`config.mk`:
```
export PLATFORM = sky130hd
export DESIGN_NAME = time_counter
export DESIGN_NICKNAME = d
export VERILOG_FILES = /design/src/rtl/time_counter.sv
export SDC_FILE = /design/constraint.sdc
export NUM_CORES = 1
export LEC_CHECK = 0
export ABC_AREA = 1
export BUFFER_PORTS_ARGS = -buffer_cell sky130_fd_sc_hd__buf_2
export CAP_MARGIN = 15
export CELL_PAD_IN_SITES_DETAIL_PLACEMENT = 1
export CELL_PAD_IN_SITES_GLOBAL_PLACEMENT = 1
export CORE_MARGIN = 8
export CORE_UTILIZATION = 35
export CTS_CLUSTER_SIZE = 24
export DETAILED_ROUTE_END_ITERATION = 8
export GPL_TIMING_DRIVEN = 1
export PLACE_DENSITY_LB_ADDON = 0.1
export SYNTH_ARGS = -nofsm -noshare
export SYNTH_HDL_FRONTEND = slang
export SYNTH_SLANG_ARGS = --single-unit
```
`constraint.sdc`:
```
create_clock -name clock -period 4.3 [get_ports clock]
set_input_delay 1.29 -clock clock [delete_from_list [all_inputs] [get_ports clock]]
set_output_delay 1.29 -clock clock [all_outputs]
set_load 0.005 [all_outputs]
```
`src/rtl/time_counter.sv`:
```
// Time-of-day keeper for the alarm clock: HH:MM held as four BCD digits, 24h.
// Loads a new time from the keypad path. An out-of-range load is rejected.
// Advances one minute per one_minute pulse.
module time_counter #(
  parameter int MAX_HOUR   = 23,
  parameter int RESET_HOUR = 0,
  parameter int RESET_MIN  = 0
) (
  input  logic       clock,
  input  logic       reset,
  input  logic       one_minute,
  input  logic       load_new_c,
  input  logic [3:0] new_time_ms_hr,
  input  logic [3:0] new_time_ls_hr,
  input  logic [3:0] new_time_ms_min,
  input  logic [3:0] new_time_ls_min,
  output logic [3:0] current_time_ms_hr,
  output logic [3:0] current_time_ls_hr,
  output logic [3:0] current_time_ms_min,
  output logic [3:0] current_time_ls_min,
  output logic       load_error,
  output logic       day_wrap
);

  localparam logic [3:0] RST_MS_HR  = 4'(RESET_HOUR / 10);
  localparam logic [3:0] RST_LS_HR  = 4'(RESET_HOUR % 10);
  localparam logic [3:0] RST_MS_MIN = 4'(RESET_MIN / 10);
  localparam logic [3:0] RST_LS_MIN = 4'(RESET_MIN % 10);
  localparam logic [4:0] MAX_H5     = 5'(MAX_HOUR);
  localparam logic [7:0] MAX_H8     = 8'(MAX_HOUR);

  logic [3:0] ms_hr_q, ms_hr_d;
  logic [3:0] ls_hr_q, ls_hr_d;
  logic [3:0] ms_min_q, ms_min_d;
  logic [3:0] ls_min_q, ls_min_d;
  logic       load_error_q, load_error_d;
  logic       day_wrap_q, day_wrap_d;

  // Decoded hour of the held time. Stored digits are always in range, so 5 bits suffice.
  logic [4:0] cur_hour;
  // Requested hour. It is 8 bits wide so that illegal digit pairs cannot alias into range.
  logic [7:0] new_hour;
  logic       load_ok;

  assign cur_hour = 5'(ms_hr_q) * 5'd10 + 5'(ls_hr_q);
  assign new_hour = 8'(new_time_ms_hr) * 8'd10 + 8'(new_time_ls_hr);
  assign load_ok  = (new_time_ms_hr  <= 4'd9) && (new_time_ls_hr  <= 4'd9) &&
                    (new_time_ms_min <= 4'd5) && (new_time_ls_min <= 4'd9) &&
                    (new_hour <= MAX_H8);

  // Next state: a load takes priority; an increment that coincides with a load is dropped.
  always_comb begin
    ms_hr_d      = ms_hr_q;
    ls_hr_d      = ls_hr_q;
    ms_min_d     = ms_min_q;
    ls_min_d     = ls_min_q;
    load_error_d = 1'b0;
    day_wrap_d   = 1'b0;
    if (load_new_c) begin
      if (load_ok) begin
        ms_hr_d  = new_time_ms_hr;
        ls_hr_d  = new_time_ls_hr;
        ms_min_d = new_time_ms_min;
        ls_min_d = new_time_ls_min;
      end else begin
        load_error_d = 1'b1;
      end
    end else if (one_minute) begin
      if (ls_min_q == 4'd9) begin
        ls_min_d = 4'd0;
        if (ms_min_q == 4'd5) begin
          ms_min_d = 4'd0;
          if (cur_hour == MAX_H5) begin
            // End of day: the hour digits restart at 00.
            ms_hr_d    = 4'd0;
            ls_hr_d    = 4'd0;
            day_wrap_d = 1'b1;
          end else if (ls_hr_q == 4'd9) begin
            ls_hr_d = 4'd0;
            ms_hr_d = ms_hr_q + 4'd1;
          end else begin
            ls_hr_d = ls_hr_q + 4'd1;
          end
        end else begin
          ms_min_d = ms_min_q + 4'd1;
        end
      end else begin
        ls_min_d = ls_min_q + 4'd1;
      end
    end
  end

  // Digit and pulse registers. Reset is asynchronous and wins over everything else.
  always_ff @(posedge clock or posedge reset) begin
    if (reset) begin
      ms_hr_q      <= RST_MS_HR;
      ls_hr_q      <= RST_LS_HR;
      ms_min_q     <= RST_MS_MIN;
      ls_min_q     <= RST_LS_MIN;
      load_error_q <= 1'b0;
      day_wrap_q   <= 1'b0;
    end else begin
      ms_hr_q      <= ms_hr_d;
      ls_hr_q      <= ls_hr_d;
      ms_min_q     <= ms_min_d;
      ls_min_q     <= ls_min_d;
      load_error_q <= load_error_d;
      day_wrap_q   <= day_wrap_d;
    end
  end

  assign current_time_ms_hr  = ms_hr_q;
  assign current_time_ls_hr  = ls_hr_q;
  assign current_time_ms_min = ms_min_q;
  assign current_time_ls_min = ls_min_q;
  assign load_error          = load_error_q;
  assign day_wrap            = day_wrap_q;

endmodule

```
==> summary.md <==
| Metric | Value |
|---|---|
| Number of buffers inserted during clock tree synthesis | 3 |
| Cell with the largest stage delay on the worst path | fa_1 |
| Number of vias per cell after detailed routing | approximately 4.8 |
| Pins over their slew limit | 0 |
| Floorplan die area | between 0.007 and 0.008 mm^2 |
| R2R depth | 9 |
| CTS H-tree lvls | 1 |
| Switching power of the nets | 0.4275 mW |
| Floorplan die width | approximately 86 um |
| Number of enable-type register cells in the synthesized netlist | 0 |
| Clock Skew | around 0.0014 ns |
| Reported leakage power | approximately 1.1 nW |
| Worst-path maximum fanout | 18 |
| Top cells by area in the synthesized netlist | dfrtp_1 26%, nand2_1 18%, ha_1 10% |
| Number of iterations in the first detailed-routing pass | 4 |
| Cell type with the largest total area after synthesis | dfrtp_1 |
| Sequence of cells on the critical path | buf_2 -> ha_1 -> ha_1 -> fa_1 -> nand3b_1 -> nand2_1 -> nand2_1 -> nor2_2 -> nand2_2 -> nand2_4 -> nand3_1 -> nand2_1 -> nand2_1 |
| Count of synthesis-stage warnings from yosys | 0 |
| Syn_nets | approximately 290 |
| Max-capacitance violation count | 0 |
| Cell with the most instances on the worst path | nand2_1 |
| Initial antenna violation count | 0 |
| Crit Reg-Reg Startpoint | current_time_ms_hr[0] |
| Slack of the worst reg-to-reg path | around 2.1 ns |
| Starting Density | 0.3632 |
| Cell family with the largest share of critical-path delay | adder cells |
| Number of placement rows | 25 |
| Part of the power in registers | 0.329 |
| Final Total Pwr | 0.9444 mW |
| R2R Path End | current_time_ms_hr[2] |
| Primary flip-flop cell chosen by synthesis mapping | dfrtp_1 |
| Cell Pwr Density | 470.0 mW/mm^2 |
| Maximum single-stage delay on the critical path | approximately 0.47 ns |
| Final antenna diode count | 0 |
| RSZ-0062 raised after global routing | no |
| Worst rel slew slack | 0.5163 |
| Post-CTS Setup Inserts | 0 |
| Combinational fraction of design power | 0.521 |
| Routability Congestion | 0.7698 |
| Finished Cell Area | ~0.002 mm^2 |
| Number of buffers between clock root and the deepest sink | 2 |
| Post-detail-place hpwl | 3891 um |
| Total global routing track utilization | 0.1381 |
| Sequential cell area fraction in the yosys report | 0.2609 |
| Vias after detailed routing | about 1.7k |
| Most frequently used cell type in the post-synthesis netlist | nand2_1 |
| Result of the run | finished, final reports clean |
| Cell internal pwr | a little over 0.5 mW |
| Count of cell types in the netlist | 31 |
| Share of flip-flops with an asynchronous set or reset | 1.000 |
| Via count of the first global-routing pass | ~1.8k |
| Antenna viol nets, final | 0 |
| Largest voltage drop on the vdd net | around 0.00016 V |
| Final non-filler cell total | ~350 |
| # DRC | 0 |
| Count of input and output buffers | 37 |
| CP endpoint kind | flop |
| Number of placed instances, taps included | between 300 and 400 |
| Clock tree from TritonCTS | built |
| Proportion of layout cells with a drive suffix above 1 | 0.2021 |
| Final hold vios | 0 |
| Synthesized netlist cell count | around 250 |
| Critical path buffer and inverter count | 1 |
| Synth top cells by count | 83 x nand2_1, 29 x inv_1, 21 x nand3_1 |
| Clock insertion delay at the later pin of the skew report | 0.25 ns |
| Floorplan die height | roughly 86 um |
| Largest net degree at the start of global routing | 21 |
| Area growth from synthesis to layout | 16.38% |
| Average detailed-routed wire length per instance | about 13 um |
| Required time worst endpoint | around 4.5 ns |
| Critical path arrival | 3.43 ns |
| Io pins | 38 |
| DRC marker count from the first detailed-route iteration | 36 |
| Clock sink total | 18 |
| CP startpoint kind | primary input |
| Dpl cell area | 0.001954 mm^2 |
| Fmax achieved | around 300 MHz |
| Fraction of power spent switching nets | 0.4526 |
| Worst setup margin | ~1.0 ns |
| Netlist Area Pre-Place | approximately 0.0017 mm^2 |
| Wire length of the first global-routing pass | about 8500 um |
| Core Footprint | about 0.0048 mm^2 |
| Flip-flop and latch count after synthesis | 18 |
| Average cell area after synthesis | 6.879 um^2 |
| Slew @ Worst Pin | around 0.72 ns |
| Critical Path Stages | 13 |
| Clock-pin transition on the worst setup and hold timing paths | 0.07 ns |
| Crit share post-route | 0.7631 |
| Clk root buf | clkbuf_8 |
| Share of total power in the clock network | 0.150 |
| Accumulated negative setup slack | 0 ns |
| Post-Place Setup Slack | about 0.76 ns |
| CTS hold repair buffers | 0 |
| Final setup violating endpoints | 0 |
| Residual overflow from global routing | 0 |
| Nets@finish | roughly 330 |
| DRT Wirelength | roughly 4800 um |
| Final min period | roughly 3.3 ns |
| Min-Delay Path Class | flop to flop |
| Worst setup path startpoint | new_time_ms_hr[1] |
| Total of cells resized after clock tree synthesis | 0 |
| Type of the setup path with the least slack | primary input to flop |
| Capture point of the worst path | current_time_ms_min[1] |
| Share of the synthesized area in the top cell type | 0.2609 |
==> area by class of cell <==
type	instances	area, um^2
Fill cell	660	2745
Multi-Input combinational cell	196	1112
Sequential cell	18	450.4
Timing Repair Buffer	37	185.2
Inverter	32	122.6
Tap cell	67	83.83
Clock buffer	4	55.05
==> cell usage in the layout (no fill, tap or decap), types with 2 or more instances in the layout <==
cell | Yosys | routed
a21oi_1 | 8 | 8
buf_2 | 0 | 37
clkbuf_8 | 0 | 4
dfrtp_1 | 18 | 18
fa_1 | 3 | 3
ha_1 | 14 | 14
inv_1 | 29 | 29
inv_2 | 2 | 2
nand2_1 | 83 | 83
nand2_2 | 4 | 4
nand2_4 | 2 | 2
nand3_1 | 21 | 21
nand3_2 | 3 | 3
nand3b_1 | 3 | 3
nand4_1 | 9 | 9
nor2_1 | 19 | 19
nor2_2 | 2 | 2
o21ai_0 | 7 | 7
o21ai_1 | 3 | 3
o31ai_1 | 2 | 2
or2_2 | 2 | 2
xor2_1 | 5 | 5
==> metrics by stage <==
| step | hold slack, ns | utilization |
|---|---|---|
| after floorplan | 0.5145 | - |
| after global placement | 0.5129 | 0.4111 |
| after detailed placement | 0.5311 | 0.4111 |
| after CTS | 0.5506 | 0.4226 |
| after global routing | 0.5849 | 0.4226 |
| final | 0.5398 | 0.4226 |
==> power by group through the flow <==
stage	registers [mW]	logic [mW]	clock network [mW]
floorplan	0.297	0.357	0
global placement	0.315	0.490	0
detailed placement	0.317	0.498	0
CTS	0.314	0.502	0.146
global route	0.323	0.584	0.153
finish	0.311	0.492	0.141
==> worst min-delay path: stages (launching register included) <==
cell and delay [ns]:
dfrtp_1 0.39, nand2_1 0.06, o21ai_0 0.06
==> sequential cells by signal (all words and copies together), names as in the netlist <==
register / cells
current_time_ms_min: 4
load_error: 1
current_time_ls_hr: 4
day_wrap: 1
current_time_ls_min: 4
current_time_ms_hr: 4
==> how the worst min path moves through the flow <==
stage,start,endpoint,slack [ns],depth (start not counted)
3_3_place_gp,current_time_ls_min[1],current_time_ls_min[1],0.51,2
4_1_cts,current_time_ls_min[1],current_time_ls_min[1],0.55,2
2_1_floorplan,current_time_ls_min[3],current_time_ls_min[3],0.51,2
5_1_grt,current_time_ms_min[3],current_time_ms_min[3],0.58,2
6_report,current_time_ls_min[1],current_time_ls_min[1],0.54,2
3_5_place_dp,current_time_ls_min[1],current_time_ls_min[1],0.53,2
==> per-layer routing <==
| layer | up-vias | part of all wire | track usage |
|---|---|---|---|
| li1 | 882 | - | - |
| met1 | 786 | 0.52 | 0.1890 |
| met2 | 27 | 0.44 | 0.2190 |
| met3 | 2 | 0.035 | 0.02079 |
| met4 | 0 | 0.0088 | 0.03756 |
| met5 | - | 0 | 0 |
==> cell families after synthesis <==
| family | share of synthesized area |
|---|---|
| AND/OR/NAND/NOR | 0.4029 |
| buffers and inverters | 0.09493 |
| AO/OA/AOI/OAI | 0.06884 |
| flip-flops | 0.2609 |
| adder cells (fa/ha/maj) | 0.1362 |
| XOR/XNOR | 0.03043 |
| multiplexers | 0.005797 |
No activity file was read; power rests on OpenSTA's default activity.
